==> src/rtl/stim_burst_gen.sv <==
// stim_burst_gen: start-triggered burst of count/LFSR beats on a valid/ready stream, with a done pulse.
// Optional STIM_BURST_PARITY_EN adds a registered even-parity output out_parity.
module stim_burst_gen #(
  parameter int WIDTH = 8,
  parameter int LEN_W = 4
) (
  input  logic             clk,
  input  logic             resetn,
  input  logic             start,
  input  logic             mode,
  input  logic [WIDTH-1:0] seed,
  input  logic [LEN_W-1:0] len,
  output logic [WIDTH-1:0] out_data,
  output logic             out_valid,
`ifdef STIM_BURST_PARITY_EN
  output logic             out_parity,
`endif
  input  logic             out_ready,
  output logic             busy,
  output logic             done
);
  typedef enum logic [1:0] {IDLE, RUN, DONE} state_t;
  localparam logic [WIDTH-1:0] D_ONE = {{(WIDTH-1){1'b0}}, 1'b1};
  localparam logic [LEN_W-1:0] L_ONE = {{(LEN_W-1){1'b0}}, 1'b1};
  state_t state, state_n;
  logic [WIDTH-1:0] data_n, lfsr;
  logic [LEN_W-1:0] cnt, cnt_n, len_q, len_n;
  logic mode_q, mode_n, hs, last;
  assign hs = out_valid & out_ready;
  assign last = cnt == len_q - L_ONE;
  assign lfsr = {out_data[WIDTH-2:0], out_data[WIDTH-1] ^ out_data[WIDTH-3] ^ out_data[WIDTH-4] ^ out_data[WIDTH-5]};
  always_comb begin
    state_n = state;
    data_n = out_data;
    cnt_n = cnt;
    mode_n = mode_q;
    len_n = len_q;
    unique case (state)
      IDLE: if (start) begin
        mode_n = mode;
        len_n = len;
        cnt_n = '0;
        data_n = (mode && seed == '0) ? D_ONE : seed;
        state_n = (len == '0) ? DONE : RUN;
      end
      RUN: if (hs) begin
        state_n = last ? DONE : RUN;
        cnt_n = last ? cnt : cnt + L_ONE;
        data_n = last ? out_data : (mode_q ? lfsr : out_data + D_ONE);
      end
      DONE: state_n = IDLE;
      default: state_n = IDLE;
    endcase
  end
  always_ff @(posedge clk or negedge resetn) begin
    if (!resetn) begin
      state <= IDLE;
      out_data <= '0;
      out_valid <= 1'b0;
      busy <= 1'b0;
      done <= 1'b0;
      cnt <= '0;
      mode_q <= 1'b0;
      len_q <= '0;
    end else begin
      state <= state_n;
      out_data <= data_n;
      out_valid <= state_n == RUN;
      busy <= state_n == RUN;
      done <= state_n == DONE;
      cnt <= cnt_n;
      mode_q <= mode_n;
      len_q <= len_n;
    end
  end
`ifdef STIM_BURST_PARITY_EN
  always_ff @(posedge clk or negedge resetn) begin
    if (!resetn) out_parity <= 1'b0;
    else out_parity <= ^data_n;
  end
`endif
endmodule

==> config.mk <==
export PLATFORM = sky130hd
export DESIGN_NAME = stim_burst_gen
export DESIGN_NICKNAME = d
export VERILOG_FILES = /design/src/rtl/stim_burst_gen.sv
export SDC_FILE = /design/constraint.sdc
export NUM_CORES = 1
export LEC_CHECK = 0
export ABC_AREA = 0
export CORE_MARGIN = 5
export CORE_UTILIZATION = 30
export DETAILED_ROUTE_END_ITERATION = 8
export GPL_ROUTABILITY_DRIVEN = 0
export PLACE_DENSITY_LB_ADDON = 0.25
export SETUP_SLACK_MARGIN = 0.05
export SLEW_MARGIN = 0
export SYNTH_ARGS = -nofsm -noshare
export SYNTH_HDL_FRONTEND = slang
export SYNTH_SLANG_ARGS = --single-unit
==> constraint.sdc <==
create_clock -name clk -period 3.4 [get_ports clk]
set_input_delay 0.68 -clock clk [delete_from_list [all_inputs] [get_ports clk]]
set_output_delay 0.68 -clock clk [all_outputs]
set_load 0.005 [all_outputs]
==> results.toml <==
[run_status]
status = "completed"

[synth]
syn_avg_cell_area_um2 = 9.29
synth_ff_type = "dfrtp_1"
synthesis.area_mm2 = 0.00131
async_flop_share_pct = 100
ys_ff_latch = 21
synth_enable_flop_cells = 0
ys_seq_area_share_pct = 40.1
yosysUniqueCellTypes = 45
yosysWarnings = 0
synth_nets = 161
synth_area_leaders = "dfrtp_1 40%, nand2_1 5.4%, xnor2_1 4.0%"
yosys.area.top_type = "dfrtp_1"
syn_inst = 141
synth_top_area_share_pct = 40.1

[worst_setup_path]
critPathLaunchType = "input pin"
worstPathRequired_ns = 3.59
criticalPathCategory = "input pin to flip-flop"
crit_arrival_ns = 2.45
endpoint_kind = "flip-flop"
cp_max_fo = 14

[sta]
timing.final.crit_share_pct = 66.5
fin_crit_ns = 2.26
slew_headroom_pct = 34.9
finClkSkew_ns = 0.00148
finalHoldViolCount = 0
rsz0062_at_grt = "false"
slew_violations = 0
fmax_mhz = 442
report.final.setup_viol = 0
max_slew.worst_pin.slew_ns = 0.974
fin_tns_setup_ns = 0
hold_slack_ns = 0.514

[final_layout]
antenna_cells = 0
fill_cells = 435
drive_gt1_share_pct = 7.32
final_area_mm2 = 0.00165
areaGrowthSynthToFinish_pct = 25.9
nNetsFinal = 185

[pwr]
seqPwrFrac_pct = 34.7
power.density_mw_per_mm2 = 954
ir_drop_uv = 365
p_clk_share_pct = 10.6
p_sw_share_pct = 42.3
total_power_mw = 1.57
power.switching_mw = 0.665
p_leak_nw = 0.675
p_int_mw = 0.908
combPwrFrac_pct = 54.7

[floorplanning]
ios = 28
start_util_pct = 30.5
fp.dieArea_mm2 = 0.00579
coreArea_mm2 = 0.00429
rows = 24
fp.dieH_um = 76.1
die_x_um = 76.1

[grt]
antenna_found_initial = 0
grt_usage_pct = 11.4
grt_pass1_wl_um = 5470
grt_max_degree = 22
grt_pass1_vias = 1128
grt_overflow_total = 0

[job]
maxCapViolCount = 0

[clocking]
ctsHoldBuffers = 0
cts_buffers = 3
cts_setup_buffers = 0
cts_max_path_buffers = 2
cts_htree_levels = 1
cts.sinks = 21
cts_tree = "yes"
cts_resized = 0
path_clk_slew_ns = 0.08
cts-root-buf = "clkbuf_8"
clock_latency_ns = 0.26

[routing]
drt_iter0_markers = 87
drt_pass1_iterations = 4
wire_per_inst_um = 14.5
via_count = 1095
wl_um = 3140
drc = 0
drtAntennaViolNets = 0
viasPerCell = 5.07

[place]
placed_cell_area_mm2 = 0.00160
io_buffers = 27
post-dp-hpwl_um = 2320

[hold_path]
min_path_type = "flip-flop to flip-flop"
sequential cells by signal, summed over array words and instances, names as in the netlist:
register and flops:
out_data 8, cnt 4, len_q 4, state 2, busy 1, done 1
mode_q 1
through the flow:
step | utilization [%] | cells | setup WS (ns)
final | 38.4 | 216 | 1.14
after global routing | 38.4 | 216 | 1.01
after CTS | 38.4 | 216 | 1.13
after detailed placement | 37.4 | 212 | 0.854
after global placement | 37.4 | 212 | 0.941
after floorplan | - | 141 | 1.67
power groups by stage:
stage          combinational (mW)  clock, mW  sequential, mW
2_1_floorplan               0.679          0           0.478
3_3_place_gp                0.851          0           0.543
3_5_place_dp                0.865          0           0.549
4_1_cts                     0.873      0.175           0.542
5_1_grt                     0.975      0.186           0.566
6_report                    0.860      0.167           0.545
synth_stat cells (2+ instances only):
master    number
a22o_1         2
o21ai_0        8
ha_1           3
o211ai_1       3
xnor2_1        6
nand3_1        5
dfrtp_1       21
clkbuf_1       5
o21ai_1        2
o22ai_1        3
mux2i_1        4
a21oi_1       10
nor4_1         2
nor2b_1        4
xor2_1         3
nand2_1       19
inv_1          4
nor2_1        10
path summary, 6_finish.rpt:
check | startpoint | endpoint | slack [ns] | cells past startpoint
hold reg to reg | len_q[3] | len_q[3] | 0.51 | 2
max in group asynchronous | resetn | state[1] | 1.86 | 1
setup / recovery | start | out_data[7] | 1.14 | 6
hold / removal | len_q[3] | len_q[3] | 0.51 | 2
min in group asynchronous | resetn | len_q[3] | 0.95 | 1
setup reg to reg | len_q[0] | out_data[7] | 1.52 | 7
routing by layer:
| metal | part of all wire (%) | vias up | routed length [um] | track usage (%) |
|---|---|---|---|---|
| met5 | 0 | - | 0 | 0 |
| met4 | 0.57 | 0 | 18 | 2.80 |
| met3 | 4.3 | 4 | 134 | 3.55 |
| met2 | 46 | 24 | 1450 | 18.1 |
| met1 | 49 | 512 | 1540 | 15.1 |
| li1 | - | 555 | - | - |
logic make-up (layout without fill, tap and decap cells):
kind of cell / Yosys count / after routing / share of synthesized area (%)
buf+inv: 12 / 35 / 4.30
compound gates: 38 / 38 / 19.5
flops: 21 / 21 / 40.1
simple gates: 51 / 51 / 20.4
mux: 6 / 6 / 5.06
xor+xnor: 10 / 10 / 7.74
fa+ha+maj: 3 / 3 / 2.87
critical path, cell delays in order:
cell,delay (ns)
clkdlybuf4s50_1,0.48
nor3b_4,0.46
or2_2,0.21
o31a_4,0.23
a21boi_0,0.21
a2bb2oi_1,0.17
layout make-up:
class | instances | area, um^2 | area share (%)
Tap cell | 52 | 65.1 | 3.95
Clock buffer | 4 | 45.0 | 2.73
Inverter | 4 | 15.0 | 0.910
Sequential cell | 21 | 526 | 31.9
Multi-Input combinational cell | 108 | 728 | 44.2
Timing Repair Buffer | 27 | 270 | 16.4
cells in the final DEF, fill, tap and decap left out, drive strengths merged, types with 6 or more instances in the layout:
cell type | Yosys | layout
a21oi | 10 | 10
clkdlybuf4s50 | 0 | 27
dfrtp | 21 | 21
nand2 | 19 | 19
nand3 | 6 | 6
nor2 | 10 | 10
o21ai | 10 | 10
xnor2 | 6 | 6
Note: power is estimated with default switching activity, not from simulation.
